File: src/rtl/dmem_pkg.sv
// Shared types for the data-memory initiator: FSM states, sign_mask bits, funct3 codes.
// Pure declarations; no latency or backpressure of its own.
// Both the encoder and the initiator import this package.
package dmem_pkg;

   typedef enum logic [1:0] {
      ST_IDLE    = 2'd0,
      ST_ISSUE   = 2'd1,
      ST_WAIT_HI = 2'd2,
      ST_WAIT_LO = 2'd3
   } state_e;

   localparam logic [3:0] SM_BYTE   = 4'b0001;
   localparam logic [3:0] SM_HALF   = 4'b0010;
   localparam logic [3:0] SM_WORD   = 4'b0100;
   localparam logic [3:0] SM_SIGNED = 4'b1000;

   localparam logic [2:0] F3_B  = 3'b000;
   localparam logic [2:0] F3_H  = 3'b001;
   localparam logic [2:0] F3_W  = 3'b010;
   localparam logic [2:0] F3_BU = 3'b100;
   localparam logic [2:0] F3_HU = 3'b101;

   typedef struct packed {
      logic        we;
      logic [3:0]  mask;
      logic [31:0] addr;
      logic [31:0] wdata;
   } req_t;

   // Halfwords need addr[0]==0, words need addr[1:0]==0; bytes are always aligned.
   function automatic logic misaligned(input logic [3:0] mask, input logic [1:0] lsb);
      return (mask[1] & lsb[0]) | (mask[2] & (lsb != 2'b00));
   endfunction

endpackage

File: src/rtl/dmem_sign_mask_enc.sv
// Maps RV32I load/store funct3 plus direction onto the memory's 4-bit sign_mask.
// Purely combinational, zero latency; no handshake.
// Unsupported codes raise illegal_o and return an all-zero mask.
module dmem_sign_mask_enc
   import dmem_pkg::*;
(
   input  logic       we_i,
   input  logic [2:0] funct3_i,
   output logic [3:0] sign_mask_o,
   output logic       illegal_o
);

   always_comb begin
      sign_mask_o = 4'b0000;
      illegal_o   = 1'b0;
      case (funct3_i)
         F3_B:  sign_mask_o = we_i ? SM_BYTE : (SM_SIGNED | SM_BYTE);
         F3_H:  sign_mask_o = we_i ? SM_HALF : (SM_SIGNED | SM_HALF);
         F3_W:  sign_mask_o = we_i ? SM_WORD : (SM_SIGNED | SM_WORD);
         // Unsigned variants exist only for loads.
         F3_BU: begin
            sign_mask_o = we_i ? 4'b0000 : SM_BYTE;
            illegal_o   = we_i;
         end
         F3_HU: begin
            sign_mask_o = we_i ? 4'b0000 : SM_HALF;
            illegal_o   = we_i;
         end
         default: illegal_o = 1'b1;
      endcase
   end

endmodule

File: src/rtl/dmem_initiator.sv
// One-at-a-time load/store initiator toward the stalling data memory; optional DMEM_MISALIGN_CHECK_EN.
// Latency: accept cycle 0, strobe cycle 1, rsp_valid cycle 5 with a 2-cycle stall; bad requests answer in cycle 1.
// Backpressure: req_ready only in IDLE with mem_clk_stall low; timeouts after TIMEOUT_CYCLES in either wait state.
module dmem_initiator
   import dmem_pkg::*;
#(
   parameter int TIMEOUT_CYCLES = 15
) (
   input  logic        clk,
   input  logic        rst,
   input  logic        req_valid,
   output logic        req_ready,
   input  logic        req_we,
   input  logic [2:0]  req_funct3,
   input  logic [31:0] req_addr,
   input  logic [31:0] req_wdata,
   output logic        rsp_valid,
   output logic [31:0] rsp_rdata,
   output logic        rsp_err,
   output logic [31:0] mem_addr,
   output logic [31:0] mem_write_data,
   output logic        mem_memwrite,
   output logic        mem_memread,
   output logic [3:0]  mem_sign_mask,
   input  logic [31:0] mem_read_data,
   input  logic        mem_clk_stall
);

   localparam int CW = $clog2(TIMEOUT_CYCLES + 1);

   state_e         state_q, state_d;
   req_t           req_q, req_d;
   logic [CW-1:0]  cnt_q, cnt_d;
   logic           rsp_valid_q, rsp_valid_d;
   logic           rsp_err_q, rsp_err_d;
   logic [31:0]    rsp_rdata_q, rsp_rdata_d;

   logic [3:0]     enc_mask;
   logic           enc_illegal;
   logic           req_bad;
   logic           accept;
   logic           timeout;

   dmem_sign_mask_enc u_enc (
      .we_i        (req_we),
      .funct3_i    (req_funct3),
      .sign_mask_o (enc_mask),
      .illegal_o   (enc_illegal)
   );

`ifdef DMEM_MISALIGN_CHECK_EN
   assign req_bad = enc_illegal | misaligned(enc_mask, req_addr[1:0]);
`else
   assign req_bad = enc_illegal;
`endif

   // After a mid-transaction reset the memory may still be stalled; holding off here keeps its strobe from being lost.
   assign req_ready = (state_q == ST_IDLE) & ~mem_clk_stall & ~rst;
   assign accept    = req_valid & req_ready;
   assign timeout   = (cnt_q == CW'(TIMEOUT_CYCLES - 1));

   always_comb begin
      state_d     = state_q;
      req_d       = req_q;
      cnt_d       = cnt_q;
      rsp_valid_d = 1'b0;
      rsp_err_d   = 1'b0;
      rsp_rdata_d = rsp_rdata_q;
      case (state_q)
         ST_IDLE: begin
            if (accept) begin
               if (req_bad) begin
                  rsp_valid_d = 1'b1;
                  rsp_err_d   = 1'b1;
                  rsp_rdata_d = '0;
               end else begin
                  req_d   = '{we: req_we, mask: enc_mask, addr: req_addr, wdata: req_wdata};
                  state_d = ST_ISSUE;
                  cnt_d   = '0;
               end
            end
         end
         ST_ISSUE: begin
            state_d = ST_WAIT_HI;
            cnt_d   = '0;
         end
         ST_WAIT_HI: begin
            if (mem_clk_stall) begin
               state_d = ST_WAIT_LO;
               cnt_d   = '0;
            end else if (timeout) begin
               rsp_valid_d = 1'b1;
               rsp_err_d   = 1'b1;
               rsp_rdata_d = '0;
               state_d     = ST_IDLE;
               cnt_d       = '0;
            end else begin
               cnt_d = cnt_q + CW'(1);
            end
         end
         ST_WAIT_LO: begin
            if (!mem_clk_stall) begin
               rsp_valid_d = 1'b1;
               rsp_rdata_d = req_q.we ? 32'h0 : mem_read_data;
               state_d     = ST_IDLE;
               cnt_d       = '0;
            end else if (timeout) begin
               rsp_valid_d = 1'b1;
               rsp_err_d   = 1'b1;
               rsp_rdata_d = '0;
               state_d     = ST_IDLE;
               cnt_d       = '0;
            end else begin
               cnt_d = cnt_q + CW'(1);
            end
         end
         default: begin
            state_d = ST_IDLE;
            cnt_d   = '0;
         end
      endcase
   end

   always_ff @(posedge clk) begin
      if (rst) begin
         state_q     <= ST_IDLE;
         req_q       <= '0;
         cnt_q       <= '0;
         rsp_valid_q <= 1'b0;
         rsp_err_q   <= 1'b0;
         rsp_rdata_q <= '0;
      end else begin
         state_q     <= state_d;
         req_q       <= req_d;
         cnt_q       <= cnt_d;
         rsp_valid_q <= rsp_valid_d;
         rsp_err_q   <= rsp_err_d;
         rsp_rdata_q <= rsp_rdata_d;
      end
   end

   // The strobe lives only in ISSUE, so the memory sees exactly one request per transaction.
   assign mem_memread    = (state_q == ST_ISSUE) & ~req_q.we;
   assign mem_memwrite   = (state_q == ST_ISSUE) &  req_q.we;
   assign mem_addr       = req_q.addr;
   assign mem_write_data = req_q.wdata;
   assign mem_sign_mask  = req_q.mask;

   assign rsp_valid = rsp_valid_q;
   assign rsp_err   = rsp_err_q;
   assign rsp_rdata = rsp_rdata_q;

endmodule
File: config.mk
export PLATFORM = sky130hd
export DESIGN_NAME = dmem_initiator
export DESIGN_NICKNAME = d
export VERILOG_FILES = /design/src/rtl/dmem_pkg.sv /design/src/rtl/dmem_sign_mask_enc.sv /design/src/rtl/dmem_initiator.sv
export SDC_FILE = /design/constraint.sdc
export NUM_CORES = 1
export LEC_CHECK = 0
export CAP_MARGIN = 20
export CELL_PAD_IN_SITES_DETAIL_PLACEMENT = 1
export CELL_PAD_IN_SITES_GLOBAL_PLACEMENT = 1
export CORE_MARGIN = 2
export CORE_UTILIZATION = 33
export CTS_CLUSTER_SIZE = 25
export DETAILED_ROUTE_END_ITERATION = 16
export PLACE_DENSITY_LB_ADDON = 0.3
export SYNTH_ARGS = -nofsm -noshare
export SYNTH_HDL_FRONTEND = slang
export SYNTH_HIERARCHICAL = 1
export SYNTH_SLANG_ARGS = --single-unit
File: constraint.sdc
create_clock -name clk -period 3.25 [get_ports clk]
set_input_delay 0.65 -clock clk [delete_from_list [all_inputs] [get_ports clk]]
set_output_delay 0.65 -clock clk [all_outputs]
set_load 0.02 [all_outputs]
; Word-level counts from Yosys, hierarchy flattened
; Index checks and enable logic that the tools add are counted.
[op_classes]
add_sub_neg = 1
eq_ne = 12
n_mux = 34
n_bitwise = 9
reduce_logical = 8
[op_table]
columns = op, n
row1 = $mux W32, 6
row2 = $pmux W32 S3, 1
row3 = $mux W4, 8
row4 = $pmux W4 S5, 1
row5 = $pmux W4 S4, 1
row6 = $mux W2, 6
row7 = $ne A2 B2 Y1 const B, 4
row8 = $pmux W2 S4, 1
row9 = $mux W1, 7
row10 = $eq A3 B3 Y1 const B, 2
row11 = $pmux W1 S3, 2
row12 = $and A1 B1 Y1, 5
row13 = $add A4 B1 Y4 const B, 1
row14 = $eq A2 B2 Y1 const B, 2
row15 = $eq A4 B4 Y1 const B, 1
row16 = $not A1 Y1, 4
row17 = $reduce_and A4 Y1, 1
row18 = $eq A3 B1 Y1 const B, 1
row19 = $eq A3 B2 Y1 const B, 1
row20 = $logic_not A3 Y1, 1
row21 = $reduce_and A3 Y1, 1
row22 = $reduce_bool A3 Y1, 1
row23 = $reduce_or A3 Y1, 1
row24 = $eq A2 B1 Y1 const B, 1
row25 = 4 further kinds, 4
[word_totals]
regBits = 109

; Depth between registers and ports, before layout
; Gate-level depths: netlist of the first run.
[logic_depth]
ltp_word = 6
depth_mapped = 7

; Cells and area by module
; The synthesis of the first run kept the hierarchy.
[modules_own_cells]
columns = module, n_inst, cells_each, area_each_um2, seq_area_each_um2
row1 = dmem_initiator, 1, 594, 4952.2, 2182.1
row2 = dmem_sign_mask_enc, 1, 7, 43.8, 0.0

; Least setup slack after synthesis of the first run
; No wires, ideal clock.
[synth_path]
kind = input to output
from = input port rst
to = output port req_ready
arrival_ns = 1.727
required_ns = 2.600
path_slack_ns = 0.873
stages = 4
path_buffers = 3
path_cell_list = clkbuf_1 > buf_1 > clkbuf_1 > nor3_1
[synth_between]
elab_chain_len = 2
[synth_rtl]
columns = item, line_no
row1 = from (decl), dmem_initiator.sv:10  ; input logic rst,
row2 = $not A1 Y1, dmem_initiator.sv:58  ; assign req_ready = (state_q == ST_IDLE) & ~mem_clk_stall & ~rst;
row3 = $and A1 B1 Y1, dmem_initiator.sv:58
row4 = to (decl), dmem_initiator.sv:12  ; output logic req_ready,
; Every way passes these cells.

; Worst setup path after layout of the first run
[layout_path]
from = register state_q[0]
to = output port req_ready
[layout_between]
elab_chain_len = 3
[layout_rtl]
columns = item, line_no
row1 = from (decl), dmem_initiator.sv:31  ; state_e state_q, state_d;
row2 = from (signal assigned), dmem_initiator.sv:133  ; state_q <= state_d;
row3 = $logic_not A2 Y1, dmem_initiator.sv:58
row4 = $and A1 B1 Y1 (2 in a row), dmem_initiator.sv:58
; Every way passes these cells.

==> results of run 1 <==
-- cell type report --
class	instances	area share [%]
clock buffer	13	3.61
timing repair buffer	222	31.9
inverter	2	0.108
sequential	109	31.5
tap	184	3.32
clock inverter	2	0.144
multi-input combinational	357	29.5
-- critical path: stages, from the launching register on --
cell,delay [ps]
dfxtp_1,460
or2_2,360
nor3_1,160
clkdlybuf4s50_1,680
-- sequential cells by signal (all words and copies together), names as in the netlist --
register and cells:
state_q 2, rsp_valid 1, mem_write_data 32, mem_sign_mask 4
mem_addr 32, rsp_err 1, rsp_rdata 32, req_q 1
cnt_q 4
-- cell families after synthesis --
kind of cell	after synthesis	synth area share, %
compound gates	248	27.9
buf+inv	135	15.9
flops	109	43.7
simple gates	106	11.8
fa+ha+maj	2	0.501
xor+xnor	1	0.175
-- metal layers --
| layer | vias up | track usage (%) |
|---|---|---|
| li1 | 2305 | - |
| met1 | 2322 | 23.4 |
| met2 | 144 | 31.5 |
| met3 | 15 | 6.07 |
| met4 | 0 | 5.49 |
| met5 | - | 0 |
-- cells in the mapped netlist, types with 2 or more instances --
library cell | number | area share, %
a211oi_1 | 2 | 0.30
a21oi_1 | 135 | 14
a21oi_2 | 2 | 0.35
a311oi_1 | 33 | 5.8
a31oi_1 | 2 | 0.25
and2_1 | 2 | 0.25
and3_1 | 2 | 0.25
buf_1 | 8 | 0.60
buf_2 | 12 | 1.2
buf_4 | 69 | 10
buf_6 | 2 | 0.45
clkbuf_1 | 42 | 3.2
dfxtp_1 | 109 | 44
ha_1 | 2 | 0.50
inv_1 | 2 | 0.15
nand2_1 | 3 | 0.23
nand2b_1 | 2 | 0.25
nand3_1 | 75 | 7.5
nand4_1 | 3 | 0.38
nand4b_1 | 3 | 0.53
nor2_1 | 5 | 0.38
nor2b_1 | 2 | 0.25
o21ai_0 | 70 | 7.0
-- how the worst max path moves through the flow --
stage	startpoint	endpoint	depth (start not counted)
final	state_q[0]$_SDFFE_PP0P_	req_ready	3
after floorplan	rst	req_ready	4
after global routing	state_q[0]$_SDFFE_PP0P_	req_ready	3
after CTS	state_q[0]$_SDFFE_PP0P_	req_ready	3
after detailed placement	req_we	mem_write_data[0]$_SDFFE_PP0P_	7
after global placement	req_we	req_q[68]$_SDFFE_PP0P_	7
-- layout by cell type, fill, tap and decap left out, drive strengths merged, types with 2 or more instances in the layout --
cell type | Yosys | final
nand4b | 3 | 3
a21oi | 137 | 137
nand3 | 75 | 75
nor2 | 5 | 5
clkbuf | 42 | 13
and3 | 2 | 2
nand2b | 2 | 2
a311oi | 33 | 33
nor2b | 2 | 2
inv | 2 | 2
nand4 | 3 | 3
a211oi | 2 | 2
and2 | 2 | 2
clkinv | 0 | 2
dfxtp | 109 | 109
a31oi | 2 | 2
ha | 2 | 2
nand2 | 3 | 3
o21ai | 70 | 70
clkdlybuf4s50 | 0 | 207
buf | 91 | 15
-- metrics by stage --
step / util, % / hold WS [ps] / instance area [um^2]
detailed placement: 45.6 / 472 / 6670
finish: 47.3 / 478 / 6930
floorplan: - / 454 / 5000
CTS: 47.3 / 482 / 6930
global placement: 45.6 / 460 / 6670
global route: 47.3 / 505 / 6930
-- power groups by stage --
stage	combinational, mW	clock [mW]	sequential, mW
finish	0.625	1.01	1.39
floorplan	0.364	0	1.41
CTS	0.634	1.05	1.39
global placement	0.606	0	1.42
global route	0.678	1.09	1.39
detailed placement	0.630	0	1.42
==> flow_metrics.py, run 1 <==
metrics = {
    "setup_path": {
        "timing.rr.end": "cnt_q[2]$_SDFFE_PP0P_",
        "reg2regPathDepth": 5,
        "r2r_slack_ps": 1250,
        "worstReg2RegStart": "state_q[1]$_SDFFE_PP0P_",
        "cp.required_ps": 2600,
        "crit_type": "flip-flop to output pin",
        "critPathCaptureType": "output pin",
        "cp_max_fo": 10,
        "cp.arrival_ps": 2000,
        "cp-start-kind": "flip-flop",
    },
    "timing": {
        "fin_crit_sh_pct": 81.5,
        "fmax_mhz": 378,
        "period_minus_slack_ps": 2650,
        "setup-tns-final_ps": 0,
        "worstMarginPinSlew_ps": 723,
        "setup_ws_ps": 602,
        "hold_viol": 0,
        "maxSlewHeadroom_pct": 51.7,
        "finalMaxSlewViolations": 0,
        "fin_worst_skew_ps": 5.48,
        "rsz0062_at_grt": "false",
        "setup_viol": 0,
    },
    "drt": {
        "wl_per_cell_um": 17.8,
        "drc_errors": 0,
        "drt_wl_total_um": 15800,
        "drtIter0Drc": 238,
        "ant_nets": 0,
        "drtPass1Iterations": 4,
        "via_per_inst": 5.38,
        "wl_met2_um": 7320,
        "wl_met1_um": 7060,
        "dr_total_vias": 4786,
        "met3_wirelength_um": 1260,
        "highest_layer": "met4",
    },
    "power": {
        "pwr-share-clk_pct": 33.3,
        "switching_power_mw": 0.873,
        "finalPower_mw": 3.02,
        "comb_power_share_pct": 20.7,
        "power.density_mw_per_mm2": 436,
        "p_int_mw": 2.15,
        "p_leak_nw": 2.21,
        "pwr-share-seq_pct": 46.0,
        "vdd_drop_max_mv": 0.219,
        "sw_frac_of_total_pct": 28.9,
    },
    "synthesis": {
        "syn_area_per_cell_um2": 8.31,
        "synth_nets": 707,
        "synth_cell_types": 37,
        "synth_ff_type": "dfxtp_1",
        "netlist_instances": 601,
        "netlist_area_mm2": 0.00500,
        "ys_warn_count": 6,
        "postSynthRegisterBits": 109,
        "synth_edf_count": 0,
        "async_flop_share_pct": 0,
        "seq_area_frac_synth_pct": 43.7,
    },
    "placed_design": {
        "place_congestion": 0.745,
        "pre_cts_ws_ps": 391,
        "dpl.hpwl_um": 10700,
        "dp.cells": 874,
        "port_buffers": 208,
    },
    "die": {
        "ios": 209,
        "die_w_um": 127,
        "start_util_pct": 34.1,
        "die_y_um": 127,
        "fp.dieArea_mm2": 0.0161,
        "num_rows": 44,
        "fp.coreArea_mm2": 0.0146,
    },
    "clock_tree": {
        "insertion_delay_ps": 340,
        "cts_buffer_depth": 2,
        "root_buffer": "clkbuf_16",
        "clock_sinks": 109,
        "clk_pin_slew_ps": 70,
        "cts_setup_buffers": 0,
        "ctsHtreeMaxLevel": 3,
        "cts_buffers": 9,
        "hold_buffers": 0,
        "post_cts_resized": 0,
        "cts_tree": "done",
    },
    "cells_and_area": {
        "layoutNonFillerInstCount": 889,
        "multi_input_area_mm2": 0.00204,
        "nNetsFinal": 807,
        "drive_above_1_share_pct": 5.11,
        "fillCellCount": 1679,
        "areaGrowthSynthToFinish_pct": 38.8,
        "diodes": 0,
        "seq_area_mm2": 0.00218,
    },
    "worst_hold_path": {
        "holdPathEnd": "mem_write_data[7]$_SDFFE_PP0P_",
        "hold_class": "flip-flop to flip-flop",
        "min_path_cells": 2,
        "min_from": "mem_write_data[7]$_SDFFE_PP0P_",
    },
    "run": {
        "maxCapViolCount": 0,
    },
    "grt": {
        "grt_pass1_wl_um": 24900,
        "grt_pass1_vias": 4859,
        "antenna_found_initial": 0,
        "grt_max_degree": 71,
        "grt_usage_pct": 18.9,
        "grt_remaining_overflow": 0,
    },
    "outcome": {
        "outcome": "complete, no violations",
    },
}
(Power assumes the default switching activity.)
==> run 2: changes to the inputs <==
--- a/config.mk
+++ b/config.mk
@@ -9,7 +9,7 @@
 export CELL_PAD_IN_SITES_DETAIL_PLACEMENT = 1
 export CELL_PAD_IN_SITES_GLOBAL_PLACEMENT = 1
 export CORE_MARGIN = 2
-export CORE_UTILIZATION = 33
+export CORE_UTILIZATION = 30
 export CTS_CLUSTER_SIZE = 25
 export DETAILED_ROUTE_END_ITERATION = 16
 export PLACE_DENSITY_LB_ADDON = 0.3
==> constraint.sdc (replaced) <==
create_clock -name clk -period 2.7 [get_ports clk]
set_input_delay 0.54 -clock clk [delete_from_list [all_inputs] [get_ports clk]]
set_output_delay 0.54 -clock clk [all_outputs]
set_load 0.02 [all_outputs]
==> run 2 against run 1 <==
Cell area grew 1.3%. Final cell count grew 4.4%. Non-clock buffer count grew 2. Largest cell class unchanged. Combinational power grew 24%. Worst hold slack lost 2.5 ps. Via count grew 1.2%. Clock power grew 25%. Critical path depth is the same. Sequential share of layout area shrank 0.41 points. Worst setup slack lost 380 ps.
==> flow_metrics.py, run 2 (synthesized netlist as in run 1, its figures left out) <==
metrics = {
    "timing": {
        "setup-tns-final_ps": 0,
        "finalMaxSlewViolations": 0,
        "fin_worst_skew_ps": 7.05,
        "fmax_mhz": 403,
        "hold_viol": 0,
        "setup_viol": 0,
        "rsz0062_at_grt": "false",
        "maxSlewHeadroom_pct": 47.2,
        "worstMarginPinSlew_ps": 792,
        "period_minus_slack_ps": 2480,
        "fin_crit_sh_pct": 91.9,
    },
    "power": {
        "p_leak_nw": 2.23,
        "pwr-share-seq_pct": 45.1,
        "p_int_mw": 2.62,
        "switching_power_mw": 1.08,
        "comb_power_share_pct": 20.9,
        "vdd_drop_max_mv": 0.273,
        "pwr-share-clk_pct": 34.0,
        "sw_frac_of_total_pct": 29.2,
        "finalPower_mw": 3.71,
        "power.density_mw_per_mm2": 528,
    },
    "setup_path": {
        "timing.rr.end": "mem_write_data[29]$_SDFFE_PP0P_",
        "cp.required_ps": 2160,
        "cp.arrival_ps": 1940,
        "r2r_slack_ps": 810,
        "reg2regPathDepth": 4,
        "cp-start-kind": "flip-flop",
        "cp_cell_sequence": "or2_2 > nor3_1 > clkdlybuf4s50_1",
        "crit_type": "flip-flop to output pin",
        "worst_path_largest_cell_delay_ps": 660,
        "worstReg2RegStart": "state_q[0]$_SDFFE_PP0P_",
        "cp_max_fo": 10,
        "crit_start": "state_q[0]$_SDFFE_PP0P_",
        "critPathSlowestCell": "clkdlybuf4s50_1",
        "critPathCaptureType": "output pin",
    },
    "die": {
        "die_w_um": 133,
        "die_y_um": 133,
        "start_util_pct": 30.5,
        "num_rows": 47,
        "ios": 209,
        "fp.dieArea_mm2": 0.0177,
        "fp.coreArea_mm2": 0.0164,
    },
    "clock_tree": {
        "post_cts_resized": 0,
        "root_buffer": "clkbuf_16",
        "cts_setup_buffers": 0,
        "cts_buffers": 9,
        "cts_buffer_depth": 2,
        "clock_sinks": 109,
        "ctsHtreeMaxLevel": 3,
        "hold_buffers": 0,
        "clk_pin_slew_ps": 70,
        "insertion_delay_ps": 340,
        "cts_tree": "done",
    },
    "placed_design": {
        "dpl.hpwl_um": 11400,
        "port_buffers": 208,
        "place_congestion": 0.702,
        "dp.cells": 912,
    },
    "cells_and_area": {
        "diodes": 0,
        "areaGrowthSynthToFinish_pct": 40.6,
        "final_common_cell": "clkdlybuf4s50_1",
        "layoutNonFillerInstCount": 928,
        "final_cell_mix": "207 x clkdlybuf4s50_1, 135 x a21oi_1, 109 x dfxtp_1",
        "fin_util_pct": 42.8,
        "drive_above_1_share_pct": 5.79,
        "nNetsFinal": 809,
    },
    "grt": {
        "grt_max_degree": 73,
        "antenna_found_initial": 0,
        "grt_usage_pct": 18.7,
        "grt_pass1_vias": 5170,
        "grt_pass1_wl_um": 26700,
        "grt_remaining_overflow": 0,
    },
    "worst_hold_path": {
        "holdPathEnd": "mem_write_data[26]$_SDFFE_PP0P_",
        "min_path_cells": 2,
        "min_from": "mem_write_data[26]$_SDFFE_PP0P_",
        "hold_class": "flip-flop to flip-flop",
    },
    "drt": {
        "drtPass1Iterations": 4,
        "drtIter0Drc": 245,
        "ant_nets": 0,
        "drc_errors": 0,
        "drt_wl_total_um": 16600,
        "dr_total_vias": 4845,
        "wl_per_cell_um": 17.9,
        "via_per_inst": 5.22,
    },
    "run": {
        "maxCapViolCount": 0,
    },
    "outcome": {
        "outcome": "complete, no violations",
    },
}
-- run 2: cell count changes in the layout (fill, tap and decap cells not counted), sizes merged --
cell / previous run / this run
buf: 15 / 17
clkbuf: 13 / 12
clkinv: 2 / 3
clkinvlp: 0 / 1
-- run 2: power by group through the flow --
stage	sequential [mW]	clock [mW]	combinational, mW
2_1_floorplan	1.70	0	0.438
3_3_place_gp	1.71	0	0.752
3_5_place_dp	1.71	0	0.778
4_1_cts	1.67	1.32	0.782
5_1_grt	1.68	1.37	0.847
6_report	1.67	1.26	0.774
-- run 2: final cells by class --
cell class                 instances  area, um^2
inverter                           2        7.51
clock inverter                     4        22.5
timing repair buffer             224        2240
clock buffer                      12         256
fill                            1878        9380
tap                              220         275
multi-input combinational        357        2040
sequential                       109        2180
-- run 2: metal layers --
metal | wire length, um | part of all wire (%) | track usage, % | vias to the layer above
met5 | 0 | 0 | 0 | -
met2 | 7990 | 48 | 32.8 | 159
met4 | 267 | 1.6 | 6.33 | 0
li1 | - | - | - | 2310
met3 | 1420 | 8.5 | 7.05 | 22
met1 | 6950 | 42 | 20.9 | 2354
-- run 2: metrics by stage --
step,instance area (um^2),setup slack [ps],hold slack [ps]
floorplan,5000,543,454
global placement,6750,189,459
CTS,7020,199,479
detailed placement,6750,125,469
global route,7020,82.4,505
finish,7020,218,476
-- run 2: how the worst max path moves through the flow --
stage,cells after the start,slack [ps],end
floorplan,4,540,req_ready
global placement,3,190,req_ready
detailed placement,6,130,mem_write_data[29]$_SDFFE_PP0P_
CTS,3,200,req_ready
global route,3,80,req_ready
finish,3,220,req_ready
-- run 2: worst max-delay path, delay by kind of cell, from the launching register on --
| family | cells | cell delay, ps |
|---|---|---|
| buffers and inverters | 1 | 660 |
| DFF | 1 | 450 |
| and+or+nand+nor | 2 | 490 |
